==> config.mk <==
export PLATFORM = sky130hd
export DESIGN_NAME = csr_trap_unit
export DESIGN_NICKNAME = d
export VERILOG_FILES = /design/src/rtl/csr_trap_unit_pkg.sv /design/src/rtl/csr_trap_unit_counter64.sv /design/src/rtl/csr_trap_unit.sv
export SDC_FILE = /design/constraint.sdc
export NUM_CORES = 1
export LEC_CHECK = 0
export ABC_AREA = 1
export CORE_ASPECT_RATIO = 0.8
export CORE_UTILIZATION = 47
export CTS_CLUSTER_DIAMETER = 50
export DETAILED_ROUTE_END_ITERATION = 8
export HOLD_SLACK_MARGIN = 0.1
export PLACE_DENSITY = 0.82
export REMOVE_ABC_BUFFERS = 1
export SYNTH_ARGS = -nofsm -noshare
export SYNTH_HDL_FRONTEND = slang
export SYNTH_SLANG_ARGS = --single-unit
==> constraint.sdc <==
create_clock -name clk -period 4.4 [get_ports clk]
set_clock_uncertainty 0.05 [all_clocks]
set_input_delay 1.32 -clock clk [delete_from_list [all_inputs] [get_ports clk]]
set_output_delay 1.32 -clock clk [all_outputs]
set_load 0.005 [all_outputs]
==> src/rtl/csr_trap_unit_pkg.sv <==
`default_nettype none
// ============================================================================
// Module      : csr_trap_unit_pkg
// Description : Shared constants for the machine-mode CSR file and trap
//               controller: CSR addresses, mcause codes, mstatus/mip bit
//               positions, csr_op encodings and the operation decoder.
// Revision    : 1.0 - initial release
// ============================================================================
package csr_trap_unit_pkg;

    // Machine-mode CSR addresses
    localparam logic [11:0] c_CSR_MSTATUS   = 12'h300;
    localparam logic [11:0] c_CSR_MISA      = 12'h301;
    localparam logic [11:0] c_CSR_MIE       = 12'h304;
    localparam logic [11:0] c_CSR_MTVEC     = 12'h305;
    localparam logic [11:0] c_CSR_MSCRATCH  = 12'h340;
    localparam logic [11:0] c_CSR_MEPC      = 12'h341;
    localparam logic [11:0] c_CSR_MCAUSE    = 12'h342;
    localparam logic [11:0] c_CSR_MTVAL     = 12'h343;
    localparam logic [11:0] c_CSR_MIP       = 12'h344;
    localparam logic [11:0] c_CSR_MVENDORID = 12'hF11;
    localparam logic [11:0] c_CSR_MARCHID   = 12'hF12;
    localparam logic [11:0] c_CSR_MIMPID    = 12'hF13;
    localparam logic [11:0] c_CSR_MHARTID   = 12'hF14;

    // Counter addresses (only decoded when counters are built in)
    localparam logic [11:0] c_CSR_MCYCLE    = 12'hB00;
    localparam logic [11:0] c_CSR_MCYCLEH   = 12'hB80;
    localparam logic [11:0] c_CSR_MINSTRET  = 12'hB02;
    localparam logic [11:0] c_CSR_MINSTRETH = 12'hB82;
    localparam logic [11:0] c_CSR_CYCLE     = 12'hC00;
    localparam logic [11:0] c_CSR_CYCLEH    = 12'hC80;
    localparam logic [11:0] c_CSR_INSTRET   = 12'hC02;
    localparam logic [11:0] c_CSR_INSTRETH  = 12'hC82;

    // Synchronous exception cause codes
    localparam logic [3:0] c_MCAUSE_ILLEGAL    = 4'd2;
    localparam logic [3:0] c_MCAUSE_BREAKPOINT = 4'd3;
    localparam logic [3:0] c_MCAUSE_ECALL_M    = 4'd11;

    // Interrupt cause codes
    localparam logic [3:0] c_IRQ_CODE_MSI = 4'd3;
    localparam logic [3:0] c_IRQ_CODE_MTI = 4'd7;
    localparam logic [3:0] c_IRQ_CODE_MEI = 4'd11;

    // mstatus bit positions
    localparam int c_MSTATUS_MIE_BIT  = 3;
    localparam int c_MSTATUS_MPIE_BIT = 7;
    localparam int c_MSTATUS_MPP_LO   = 11;
    localparam int c_MSTATUS_MPP_HI   = 12;

    // mip / mie bit positions
    localparam int c_MIP_MSI_BIT = 3;
    localparam int c_MIP_MTI_BIT = 7;
    localparam int c_MIP_MEI_BIT = 11;

    // Writable bits of mie
    localparam logic [31:0] c_IRQ_MASK = 32'h0000_0888;

    // csr_op encodings
    localparam logic [2:0] c_CSR_OP_RW  = 3'd1;
    localparam logic [2:0] c_CSR_OP_RS  = 3'd2;
    localparam logic [2:0] c_CSR_OP_RC  = 3'd3;
    localparam logic [2:0] c_CSR_OP_RWI = 3'd5;
    localparam logic [2:0] c_CSR_OP_RSI = 3'd6;
    localparam logic [2:0] c_CSR_OP_RCI = 3'd7;

    // Decoded CSR operation, independent of operand source
    typedef enum logic [1:0] {
        CSR_FN_NONE  = 2'd0,
        CSR_FN_WRITE = 2'd1,
        CSR_FN_SET   = 2'd2,
        CSR_FN_CLEAR = 2'd3
    } csr_fn_e;

    function automatic csr_fn_e csr_decode_fn(input logic [2:0] op);
        csr_fn_e fn;
        case (op)
            c_CSR_OP_RW, c_CSR_OP_RWI: fn = CSR_FN_WRITE;
            c_CSR_OP_RS, c_CSR_OP_RSI: fn = CSR_FN_SET;
            c_CSR_OP_RC, c_CSR_OP_RCI: fn = CSR_FN_CLEAR;
            default:                   fn = CSR_FN_NONE;
        endcase
        return fn;
    endfunction

endpackage
`default_nettype wire

==> src/rtl/csr_trap_unit_counter64.sv <==
`default_nettype none
// ============================================================================
// Module      : csr_counter64
// Description : 64-bit free-running counter with increment enable and a
//               per-half write port. A write to either half suppresses the
//               increment for the whole counter that cycle; the unwritten
//               half holds its value.
// Revision    : 1.0 - initial release
// ============================================================================
module csr_counter64 (
    input  logic        clk,
    input  logic        reset,
    input  logic        i_inc,
    input  logic        i_wr_lo,
    input  logic        i_wr_hi,
    input  logic [31:0] i_wdata,
    output logic [63:0] o_count
);

    logic [63:0] r_count;

    // Counter register: write beats increment, carry spans both halves
    always_ff @(posedge clk) begin
        if (reset) begin
            r_count <= '0;
        end else if (i_wr_lo || i_wr_hi) begin
            if (i_wr_lo) r_count[31:0]  <= i_wdata;
            if (i_wr_hi) r_count[63:32] <= i_wdata;
        end else if (i_inc) begin
            r_count <= r_count + 64'd1;
        end
    end

    assign o_count = r_count;

endmodule
`default_nettype wire

==> src/rtl/csr_trap_unit.sv <==
`default_nettype none
// ============================================================================
// Module      : csr_trap_unit
// Description : Machine-mode CSR file and trap controller. Handles Zicsr
//               reads/writes, trap entry (exceptions and three prioritised
//               machine interrupts), mret, and supplies redirect PCs.
//               Optional 64-bit cycle/instret counters are built in when the
//               macro CSR_COUNTERS_EN is defined.
// Revision    : 1.0 - initial release
// ============================================================================
module csr_trap_unit
    import csr_trap_unit_pkg::*;
#(
    parameter logic [31:0] HART_ID     = 32'd0,
    parameter logic [31:0] MTVEC_RESET = 32'h0000_0000,
    parameter logic [31:0] MISA_VALUE  = 32'h4000_0100
) (
    input  logic        clk,
    input  logic        reset,
    input  logic        i_stall,
    input  logic [11:0] i_csr_addr,
    input  logic [2:0]  i_csr_op,
    input  logic        i_csr_we,
    input  logic [31:0] i_rs1_data,
    input  logic [4:0]  i_zimm,
    output logic [31:0] o_csr_rdata,
    output logic        o_illegal,
    input  logic        i_except_en,
    input  logic [3:0]  i_except_code,
    input  logic [31:0] i_except_pc,
    input  logic [31:0] i_except_tval,
    input  logic        i_mret,
    input  logic        i_retire,
    input  logic        i_irq_ext,
    input  logic        i_irq_timer,
    input  logic        i_irq_soft,
    output logic        o_irq_take,
    output logic [31:0] o_trap_vector,
    output logic [31:0] o_epc
);

    // Architectural state
    logic        r_mstatus_mie;
    logic        r_mstatus_mpie;
    logic [31:0] r_mtvec;
    logic [31:0] r_mepc;
    logic [31:0] r_mcause;
    logic [31:0] r_mtval;
    logic [31:0] r_mie;
    logic [31:0] r_mscratch;

    // Derived views and decode
    logic [31:0] w_mstatus;
    logic [31:0] w_mip;
    logic [31:0] w_pending;
    logic [3:0]  w_irq_code;
    logic [31:0] w_base;
    logic [31:0] w_rdata;
    logic        w_impl;
    logic        w_readonly;
    logic [31:0] w_src;
    logic [31:0] w_wval;
    logic        w_wants;
    logic        w_csr_wr;
    logic        w_trap;
    logic        w_trap_irq;
    logic [3:0]  w_trap_code;

`ifdef CSR_COUNTERS_EN
    logic [63:0] w_cycle;
    logic [63:0] w_instret;
`else
    logic        w_unused_retire;
`endif

    // Packed views of mstatus (MPP hard-wired to machine mode) and mip
    always_comb begin
        w_mstatus                                      = '0;
        w_mstatus[c_MSTATUS_MIE_BIT]                   = r_mstatus_mie;
        w_mstatus[c_MSTATUS_MPIE_BIT]                  = r_mstatus_mpie;
        w_mstatus[c_MSTATUS_MPP_HI:c_MSTATUS_MPP_LO]   = 2'b11;
        w_mip                                          = '0;
        w_mip[c_MIP_MEI_BIT]                           = i_irq_ext;
        w_mip[c_MIP_MTI_BIT]                           = i_irq_timer;
        w_mip[c_MIP_MSI_BIT]                           = i_irq_soft;
    end

    // Interrupt selection: MEI beats MSI beats MTI
    always_comb begin
        w_pending = r_mie & w_mip;
        if (w_pending[c_MIP_MEI_BIT])      w_irq_code = c_IRQ_CODE_MEI;
        else if (w_pending[c_MIP_MSI_BIT]) w_irq_code = c_IRQ_CODE_MSI;
        else                               w_irq_code = c_IRQ_CODE_MTI;
    end

    // An interrupt is only taken when nothing higher priority claims the cycle
    assign o_irq_take = ~i_stall & ~i_except_en & r_mstatus_mie & (|w_pending);

    // Redirect targets; vectored mode offsets only interrupts
    assign w_base        = {r_mtvec[31:2], 2'b00};
    assign o_trap_vector = (o_irq_take && r_mtvec[0])
                         ? w_base + {26'd0, w_irq_code, 2'b00}
                         : w_base;
    assign o_epc         = r_mepc;

    // CSR read mux; anything not listed is unimplemented
    always_comb begin
        w_rdata = '0;
        w_impl  = 1'b1;
        case (i_csr_addr)
            c_CSR_MSTATUS:   w_rdata = w_mstatus;
            c_CSR_MISA:      w_rdata = MISA_VALUE;
            c_CSR_MIE:       w_rdata = r_mie;
            c_CSR_MTVEC:     w_rdata = r_mtvec;
            c_CSR_MSCRATCH:  w_rdata = r_mscratch;
            c_CSR_MEPC:      w_rdata = r_mepc;
            c_CSR_MCAUSE:    w_rdata = r_mcause;
            c_CSR_MTVAL:     w_rdata = r_mtval;
            c_CSR_MIP:       w_rdata = w_mip;
            c_CSR_MVENDORID,
            c_CSR_MARCHID,
            c_CSR_MIMPID:    w_rdata = '0;
            c_CSR_MHARTID:   w_rdata = HART_ID;
`ifdef CSR_COUNTERS_EN
            c_CSR_MCYCLE,
            c_CSR_CYCLE:     w_rdata = w_cycle[31:0];
            c_CSR_MCYCLEH,
            c_CSR_CYCLEH:    w_rdata = w_cycle[63:32];
            c_CSR_MINSTRET,
            c_CSR_INSTRET:   w_rdata = w_instret[31:0];
            c_CSR_MINSTRETH,
            c_CSR_INSTRETH:  w_rdata = w_instret[63:32];
`endif
            default:         w_impl  = 1'b0;
        endcase
    end

    assign o_csr_rdata = w_rdata;
    assign w_readonly  = (i_csr_addr[11:10] == 2'b11);

    // Write-value computation; set/clear with a zero operand is a pure read
    always_comb begin
        w_src   = i_csr_op[2] ? {27'd0, i_zimm} : i_rs1_data;
        w_wval  = w_rdata;
        w_wants = 1'b0;
        case (csr_decode_fn(i_csr_op))
            CSR_FN_WRITE: begin
                w_wval  = w_src;
                w_wants = 1'b1;
            end
            CSR_FN_SET: begin
                w_wval  = w_rdata | w_src;
                w_wants = |w_src;
            end
            CSR_FN_CLEAR: begin
                w_wval  = w_rdata & ~w_src;
                w_wants = |w_src;
            end
            default: begin
                w_wval  = w_rdata;
                w_wants = 1'b0;
            end
        endcase
    end

    assign o_illegal = i_csr_we & (~w_impl | (w_readonly & w_wants));

    // Event arbitration: stall > exception > interrupt > mret > CSR write
    assign w_trap      = ~i_stall & (i_except_en | o_irq_take);
    assign w_trap_irq  = ~i_except_en;
    assign w_trap_code = i_except_en ? i_except_code : w_irq_code;
    assign w_csr_wr    = i_csr_we & w_wants & ~o_illegal & ~i_stall
                       & ~i_except_en & ~o_irq_take & ~i_mret;

    // Architectural CSR state update
    always_ff @(posedge clk) begin
        if (reset) begin
            r_mstatus_mie  <= 1'b0;
            r_mstatus_mpie <= 1'b0;
            r_mtvec        <= MTVEC_RESET & ~32'h2;
            r_mepc         <= '0;
            r_mcause       <= '0;
            r_mtval        <= '0;
            r_mie          <= '0;
            r_mscratch     <= '0;
        end else if (w_trap) begin
            r_mepc         <= i_except_pc & ~32'h3;
            r_mcause       <= {w_trap_irq, 27'd0, w_trap_code};
            r_mtval        <= i_except_en ? i_except_tval : 32'd0;
            r_mstatus_mpie <= r_mstatus_mie;
            r_mstatus_mie  <= 1'b0;
        end else if (~i_stall && i_mret) begin
            r_mstatus_mie  <= r_mstatus_mpie;
            r_mstatus_mpie <= 1'b1;
        end else if (w_csr_wr) begin
            case (i_csr_addr)
                c_CSR_MSTATUS: begin
                    r_mstatus_mie  <= w_wval[c_MSTATUS_MIE_BIT];
                    r_mstatus_mpie <= w_wval[c_MSTATUS_MPIE_BIT];
                end
                c_CSR_MIE:      r_mie      <= w_wval & c_IRQ_MASK;
                c_CSR_MTVEC:    r_mtvec    <= w_wval & ~32'h2;
                c_CSR_MSCRATCH: r_mscratch <= w_wval;
                c_CSR_MEPC:     r_mepc     <= w_wval;
                c_CSR_MCAUSE:   r_mcause   <= w_wval;
                c_CSR_MTVAL:    r_mtval    <= w_wval;
                default:        ;
            endcase
        end
    end

`ifdef CSR_COUNTERS_EN
    csr_counter64 u_mcycle (
        .clk     (clk),
        .reset   (reset),
        .i_inc   (1'b1),
        .i_wr_lo (w_csr_wr && (i_csr_addr == c_CSR_MCYCLE)),
        .i_wr_hi (w_csr_wr && (i_csr_addr == c_CSR_MCYCLEH)),
        .i_wdata (w_wval),
        .o_count (w_cycle)
    );

    csr_counter64 u_minstret (
        .clk     (clk),
        .reset   (reset),
        .i_inc   (i_retire & ~i_stall),
        .i_wr_lo (w_csr_wr && (i_csr_addr == c_CSR_MINSTRET)),
        .i_wr_hi (w_csr_wr && (i_csr_addr == c_CSR_MINSTRETH)),
        .i_wdata (w_wval),
        .o_count (w_instret)
    );
`else
    assign w_unused_retire = i_retire;
`endif

endmodule
`default_nettype wire

==> results.py, run 1 <==
metrics = {
    "run_status": {
        "status": "complete, but fails checks",
        "violations": "setup timing",
    },
    "layout": {
        "fillerInstances": 1775,
        "multiInputGateArea_mm2": 0.00700,
        "layout.area.seq_mm2": 0.00328,
        "drive_above_1_share_pct": 24.6,
        "n_antenna_cell": 0,
        "syn_to_final_growth_pct": 56.4,
        "utilization_pct": 74.6,
        "fin_nets": 2381,
    },
    "worst_setup_path": {
        "cp-start-kind": "input port",
        "reg2reg_slack_ns": 1.16,
        "crit_chain": "buf_8 -> inv_4 -> o21ai_4 -> inv_2 -> ha_4 -> inv_4 -> o21ai_2 -> inv_2 -> o22ai_2 -> a21oi_2 -> nor3_2 -> nand2_2 -> buf_6 -> nor2_4 -> xor2_2 -> buf_2",
        "cp_data_required_time_ns": 3.03,
        "r2r-start": "r_mtvec[26]",
        "worstReg2RegEnd": "o_epc[26]",
        "critical_path_class": "in -> out",
        "cp.arrival_ns": 3.25,
        "timing.critical_path.buf_inv": 7,
        "cpPeakStageDelay_ns": 0.28,
        "crit_path_max_fanout": 4,
        "cp_slowest_cell": "ha_4",
        "worstRegToRegCells": 23,
        "end_kind": "output pin",
        "critical-path-top-delay-family": "buffers and inverters",
    },
    "timing": {
        "setup-violations-final": 25,
        "worst_hold_slack_ns": 0.397,
        "finalCritPeriodShare_pct": 105,
        "rsz0062_at_grt": "true",
        "finalMaxSlewViolations": 0,
        "min_period_ns": 4.62,
        "max_freq_ghz": 0.216,
        "setup_ws_ns": -0.222,
        "hold_violations": 0,
        "worst_slew_pin_slew_ns": 0.751,
        "slew_headroom_pct": 49.9,
        "tns_ns": -3.16,
    },
    "clock_network": {
        "cts_buffer_depth": 2,
        "clock-sinks": 164,
        "numCtsBuffers": 17,
        "path_clk_slew_ns": 0.07,
        "htree_levels": 4,
        "clock_latency_ns": 0.45,
        "cts_tree": "yes",
        "clockRootBuffer": "clkbuf_16",
    },
    "power": {
        "worst_ir_drop_vdd_uv": 234,
        "power_per_cell_area_mw_per_mm2": 227,
        "power_leakage_nw": 8.10,
    },
    "floorplanning": {
        "rows": 49,
        "pin_count": 228,
        "start_util_pct": 47.7,
        "dieWidth_um": 171,
        "die_h_um": 137,
        "die-area_mm2": 0.0234,
        "coreArea_mm2": 0.0224,
    },
    "synth": {
        "synth_area_mm2": 0.0107,
        "syn-mean-instance-area_um2": 5.83,
        "synth-edff-count": 0,
        "syn_inst": 1837,
        "synth_cell_types": 36,
        "synth-seq-cells": 164,
        "synthFlopType": "dfxtp_1",
        "synthTopCellsByArea": "dfxtp_1 (31%), nand2_1 (16%), nand3_1 (9.5%)",
        "netlist.area_leader.share_pct": 30.7,
        "yosys.area.top_type": "dfxtp_1",
        "ys_async_sr_fraction_pct": 0,
        "synth-seq-area-share_pct": 30.7,
        "yosysMostFrequentCell": "nand2_1",
        "ys_warn_count": 0,
        "netlist_top_cells_count": "nand2_1 (453), nor2_1 (259), inv_1 (208)",
    },
    "worst_hold_path": {
        "hold_end": "r_mcause[28]",
        "hold_path_startpoint": "r_mcause[28]",
        "holdPathStages": 2,
        "hold_class": "reg -> reg",
    },
    "routing": {
        "post_drt_wl_per_cell_um": 20.4,
        "drt-initial-drc-count": 2099,
        "ant_nets": 0,
        "vias": 14800,
        "dr.pass1.iters": 6,
        "routed_wl_mm": 52.5,
        "routed_via_density": 5.77,
        "drc": 0,
    },
    "global_route": {
        "grt_pass1_vias": 13700,
        "grt.overflow.total": 0,
        "grt_usage_pct": 43.5,
        "grt_antenna_before_repair": 0,
        "grt_max_degree": 115,
        "grt_pass1_wl_mm": 76.0,
    },
    "placed_design": {
        "gp_congestion": 1.01,
        "io_buffers": 222,
        "hpwl_mm": 33.9,
    },
    "job": {
        "cap_violations": 0,
    },
}
[cell type report]
cell class / instances / share of cell area (%)
inverters: 211 / 4.83
multi-input cells: 1353 / 41.8
well taps: 306 / 2.29
repair buffers: 501 / 27.7
flip-flops and latches: 164 / 19.6
clock inverters: 15 / 1.21
clock buffers: 17 / 2.54
[metrics by stage]
stage	power (W)	instances	instance area, um2	setup slack, ns
after CTS	0.00375	2548	16400	-0.267
final	0.00381	2567	16700	-0.222
after detailed placement	0.00215	2426	14300	-1.30
after floorplan	0.00181	1728	10200	-1.09
after global placement	0.00214	2426	14300	-1.31
after global routing	0.00390	2567	16700	-0.307
[power breakdown]
group | total (W) | internal [W] | switching [W] | leakage [nW]
clock network | 0.00164 | 0.000831 | 0.000813 | 0.306
registers | 0.00155 | 0.00152 | 0.0000272 | 1.33
logic | 0.000616 | 0.000273 | 0.000343 | 6.46
total | 0.00381 | 0.00262 | 0.00118 | 8.10
[logic make-up (layout without fill, tap and decap cells)]
logic type,count (synthesis),count (layout),synth area share [%]
AOI/OAI and AO/OA,341,341,16.1
adders and majority gates,3,3,0.351
DFF,164,164,30.7
and+or+nand+nor,982,982,38.5
xor gates and xnor gates,24,24,1.96
buffers and inverters,321,744,12.3
muxes,1,1,0.0935
other,1,2,0.0350
[state kept, by name, indices dropped and copies added (netlist names)]
signal / cells
o_epc: 32
r_mcause: 32
r_mscratch: 32
r_mtval: 32
r_mtvec: 31
r_mie: 3
r_mstatus_mie: 1
r_mstatus_mpie: 1
[worst max-delay path by stage]
stage                       start           endpoint  slack (ns)  cells after the start
floorplan           i_csr_addr[5]     o_csr_rdata[4]       -1.09                      8
global placement       i_irq_soft   o_trap_vector[9]       -1.31                     16
detailed placement     i_irq_soft  o_trap_vector[19]       -1.30                     17
CTS                    i_irq_soft  o_trap_vector[19]       -0.27                     18
global route           i_irq_soft  o_trap_vector[19]       -0.31                     18
finish                 i_irq_soft   o_trap_vector[9]       -0.22                     16
[routing by layer]
| metal | wire length [um] | global-route usage, % | up-vias |
|---|---|---|---|
| met4 | 2630 | 23.7 | 0 |
| met5 | 0 | 0 | - |
| met1 | 20700 | 57.4 | 6747 |
| met2 | 22200 | 65.4 | 1151 |
| met3 | 6990 | 10.2 | 245 |
| li1 | - | - | 6673 |
[worst min-delay path, cell delays in order (launching register included)]
cell and delay [ns]:
dfxtp_1 0.31, inv_1 0.05, a21oi_1 0.05
[repair_timing]
item	CTS	global route
buffers inserted	86	27
resized for setup	426	125
hold buffers	0	0
cloned	5	0
endpoints found under the setup margin	64	70
endpoints found under the hold margin	0	0
pin swaps	76	58
[placed cells by master (no fill, tap or decap), types with 6 or more instances in the layout]
master | synthesis | final
inv_2 | 3 | 15
buf_6 | 7 | 36
nand2_1 | 453 | 424
nor2_2 | 1 | 16
nand2_2 | 4 | 25
nand3_2 | 1 | 30
nand3_1 | 203 | 169
o21ai_1 | 17 | 36
or2_2 | 18 | 8
buf_8 | 0 | 8
buf_4 | 7 | 209
dlygate4sd2_1 | 0 | 13
clkbuf_16 | 0 | 17
o21ai_2 | 0 | 12
buf_2 | 27 | 32
clkbuf_2 | 0 | 16
nor2_1 | 259 | 231
clkdlybuf4s50_1 | 0 | 144
nand3_4 | 1 | 6
nor3_1 | 20 | 11
xor2_1 | 24 | 14
nor2_4 | 0 | 13
xor2_2 | 0 | 8
inv_1 | 208 | 190
clkdlybuf4s15_1 | 0 | 10
a21oi_1 | 131 | 126
or2_4 | 0 | 10
o21ai_0 | 184 | 148
nand4_1 | 11 | 11
nand2_4 | 1 | 7
dfxtp_1 | 164 | 164
buf_12 | 0 | 25
Note: power is estimated with default switching activity, not from simulation.
==> run 2, diff against run 1 <==
--- a/config.mk
+++ b/config.mk
@@ -11,7 +11,7 @@
 export CTS_CLUSTER_DIAMETER = 50
 export DETAILED_ROUTE_END_ITERATION = 8
 export HOLD_SLACK_MARGIN = 0.1
-export PLACE_DENSITY = 0.82
+export PLACE_DENSITY = 0.78
 export REMOVE_ABC_BUFFERS = 1
 export SYNTH_ARGS = -nofsm -noshare
 export SYNTH_HDL_FRONTEND = slang
==> run 2 against run 1 <==
The flow still finishes with violations (setup timing). First-iteration DRC count fell by 20%. Setup slack got worse by 0.057 ns. Non-clock buffer count fell by 47. Flip-flop and latch count did not move. Clock-buffer cell count did not move. Hold slack improved by 0.0041 ns. Sequential power barely moved. Die area did not move. Power fell by 1.4%. Maximum frequency fell by 1.2%. Combinational power barely moved. Critical path type unchanged. Critical endpoint unchanged. Largest power group unchanged.
==> results.py, run 2 (synthesis results as in run 1) <==
metrics = {
    "timing": {
        "max_freq_ghz": 0.214,
        "hold_violations": 0,
        "min_period_ns": 4.68,
        "worst_hold_slack_ns": 0.401,
        "worst_slew_pin_slew_ns": 1.09,
        "slew_headroom_pct": 27.4,
        "rsz0062_at_grt": "true",
        "finalMaxSlewViolations": 0,
        "setup_ws_ns": -0.278,
        "setup-violations-final": 25,
        "tns_ns": -3.86,
        "finalCritPeriodShare_pct": 106,
    },
    "placed_design": {
        "io_buffers": 222,
        "placed_area_mm2": 0.0142,
        "place_inst": 2407,
        "gp_congestion": 0.997,
        "hpwl_mm": 34.1,
    },
    "global_route": {
        "grt.overflow.total": 0,
        "grt_max_degree": 88,
        "grt_antenna_before_repair": 1,
        "grt_pass1_vias": 13300,
        "grt_pass1_wl_mm": 76.2,
        "grt_usage_pct": 43.8,
    },
    "clock_network": {
        "clock_latency_ns": 0.46,
        "clock-sinks": 164,
        "cts_buffer_depth": 2,
        "clockRootBuffer": "clkbuf_16",
        "htree_levels": 4,
        "cts_tree": "yes",
        "hold_buffers": 0,
        "numCtsBuffers": 17,
        "path_clk_slew_ns": 0.08,
    },
    "layout": {
        "fin_cells": 2520,
        "mostFrequentLayoutCell": "nand2_1",
        "utilization_pct": 72.8,
        "fin_nets": 2334,
        "design_area_mm2": 0.0163,
        "drive_above_1_share_pct": 21.4,
        "layout.area.seq_mm2": 0.00328,
        "fillerInstances": 1895,
        "multiInputGateArea_mm2": 0.00683,
        "n_antenna_cell": 0,
        "syn_to_final_growth_pct": 52.5,
        "final_cell_mix": "nand2_1 (424), nor2_1 (236), inv_1 (189)",
    },
    "job": {
        "cap_violations": 0,
    },
    "worst_hold_path": {
        "hold_class": "reg -> reg",
    },
    "power": {
        "power_leakage_nw": 7.83,
        "power_per_cell_area_mw_per_mm2": 230,
        "worst_ir_drop_vdd_uv": 248,
    },
    "worst_setup_path": {
        "r2r-start": "r_mie[11]",
        "critical_path_class": "in -> out",
        "crit_path_max_fanout": 4,
        "cp-start-kind": "input port",
        "crit_start": "i_irq_soft",
        "end_kind": "output pin",
        "cp_data_required_time_ns": 3.03,
        "worstRegToRegCells": 13,
        "cp.arrival_ns": 3.31,
        "worstReg2RegEnd": "o_epc[2]",
        "reg2reg_slack_ns": 1.59,
        "crit_path_end": "o_trap_vector[9]",
    },
    "routing": {
        "dr.pass1.iters": 7,
        "routed_via_density": 5.67,
        "vias": 14300,
        "drt-initial-drc-count": 1671,
        "drc": 0,
        "post_drt_wl_per_cell_um": 20.5,
        "ant_nets": 0,
        "routed_wl_mm": 51.6,
    },
    "floorplanning": {
        "dieWidth_um": 171,
        "die_h_um": 137,
        "rows": 49,
        "start_util_pct": 47.7,
        "pin_count": 228,
        "coreArea_mm2": 0.0224,
        "die-area_mm2": 0.0234,
    },
    "run_status": {
        "status": "complete, but fails checks",
        "violations": "setup timing",
    },
}
-- run 2: worst min-delay path by stage --
| stage | from | endpoint | slack, ns | cells past startpoint |
|---|---|---|---|---|
| after global routing | r_mcause[10] | r_mcause[10] | 0.41 | 2 |
| after global placement | r_mcause[29] | r_mcause[29] | 0.38 | 2 |
| after CTS | r_mcause[24] | r_mcause[24] | 0.40 | 2 |
| after floorplan | r_mcause[14] | r_mcause[14] | 0.38 | 2 |
| final | r_mcause[28] | r_mcause[28] | 0.40 | 2 |
| after detailed placement | r_mcause[24] | r_mcause[24] | 0.39 | 2 |
-- run 2: critical path: stages --
cell,delay [ns]
buf_8,0.08
inv_4,0.03
o21ai_4,0.13
inv_2,0.07
ha_4,0.29
inv_6,0.04
o21ai_2,0.10
inv_1,0.08
o22ai_2,0.14
a21oi_4,0.07
nor3_4,0.22
nand2_2,0.12
buf_6,0.14
nor2_4,0.09
xor2_2,0.22
buf_2,0.16
-- run 2: repair_timing --
action                                  CTS  global route
resized for setup                       448            69
pin swaps                                72            39
endpoints found under the setup margin   64            47
gates cloned                              7             0
buffers inserted                         74            10
-- run 2: routing by layer --
layer	global-route usage (%)	routed length (um)
met3	10.6	6460
met4	20.7	2220
met5	0	0
met1	59.0	21200
met2	65.6	21700
-- run 2: cell type report --
cell class              instances  share of cell area (%)
clock buffers                  17                    2.61
well taps                     306                    2.35
repair buffers                454                    26.9
flip-flops and latches        164                    20.1
multi-input cells            1353                    41.8
inverters                     211                    5.11
clock inverters                15                    1.12
-- run 2: metrics by stage --
stage | setup slack [ns] | total power, W
6_report | -0.278 | 0.00375
5_1_grt | -0.367 | 0.00386
4_1_cts | -0.337 | 0.00372
3_5_place_dp | -1.31 | 0.00215
3_3_place_gp | -1.30 | 0.00214
2_1_floorplan | -1.09 | 0.00181
-- run 2: where the power goes --
group	internal (W)	leakage [nW]	switching, W
registers	0.00152	1.33	0.0000260
clock network	0.000818	0.296	0.000771
logic	0.000275	6.20	0.000342
total	0.00261	7.83	0.00114
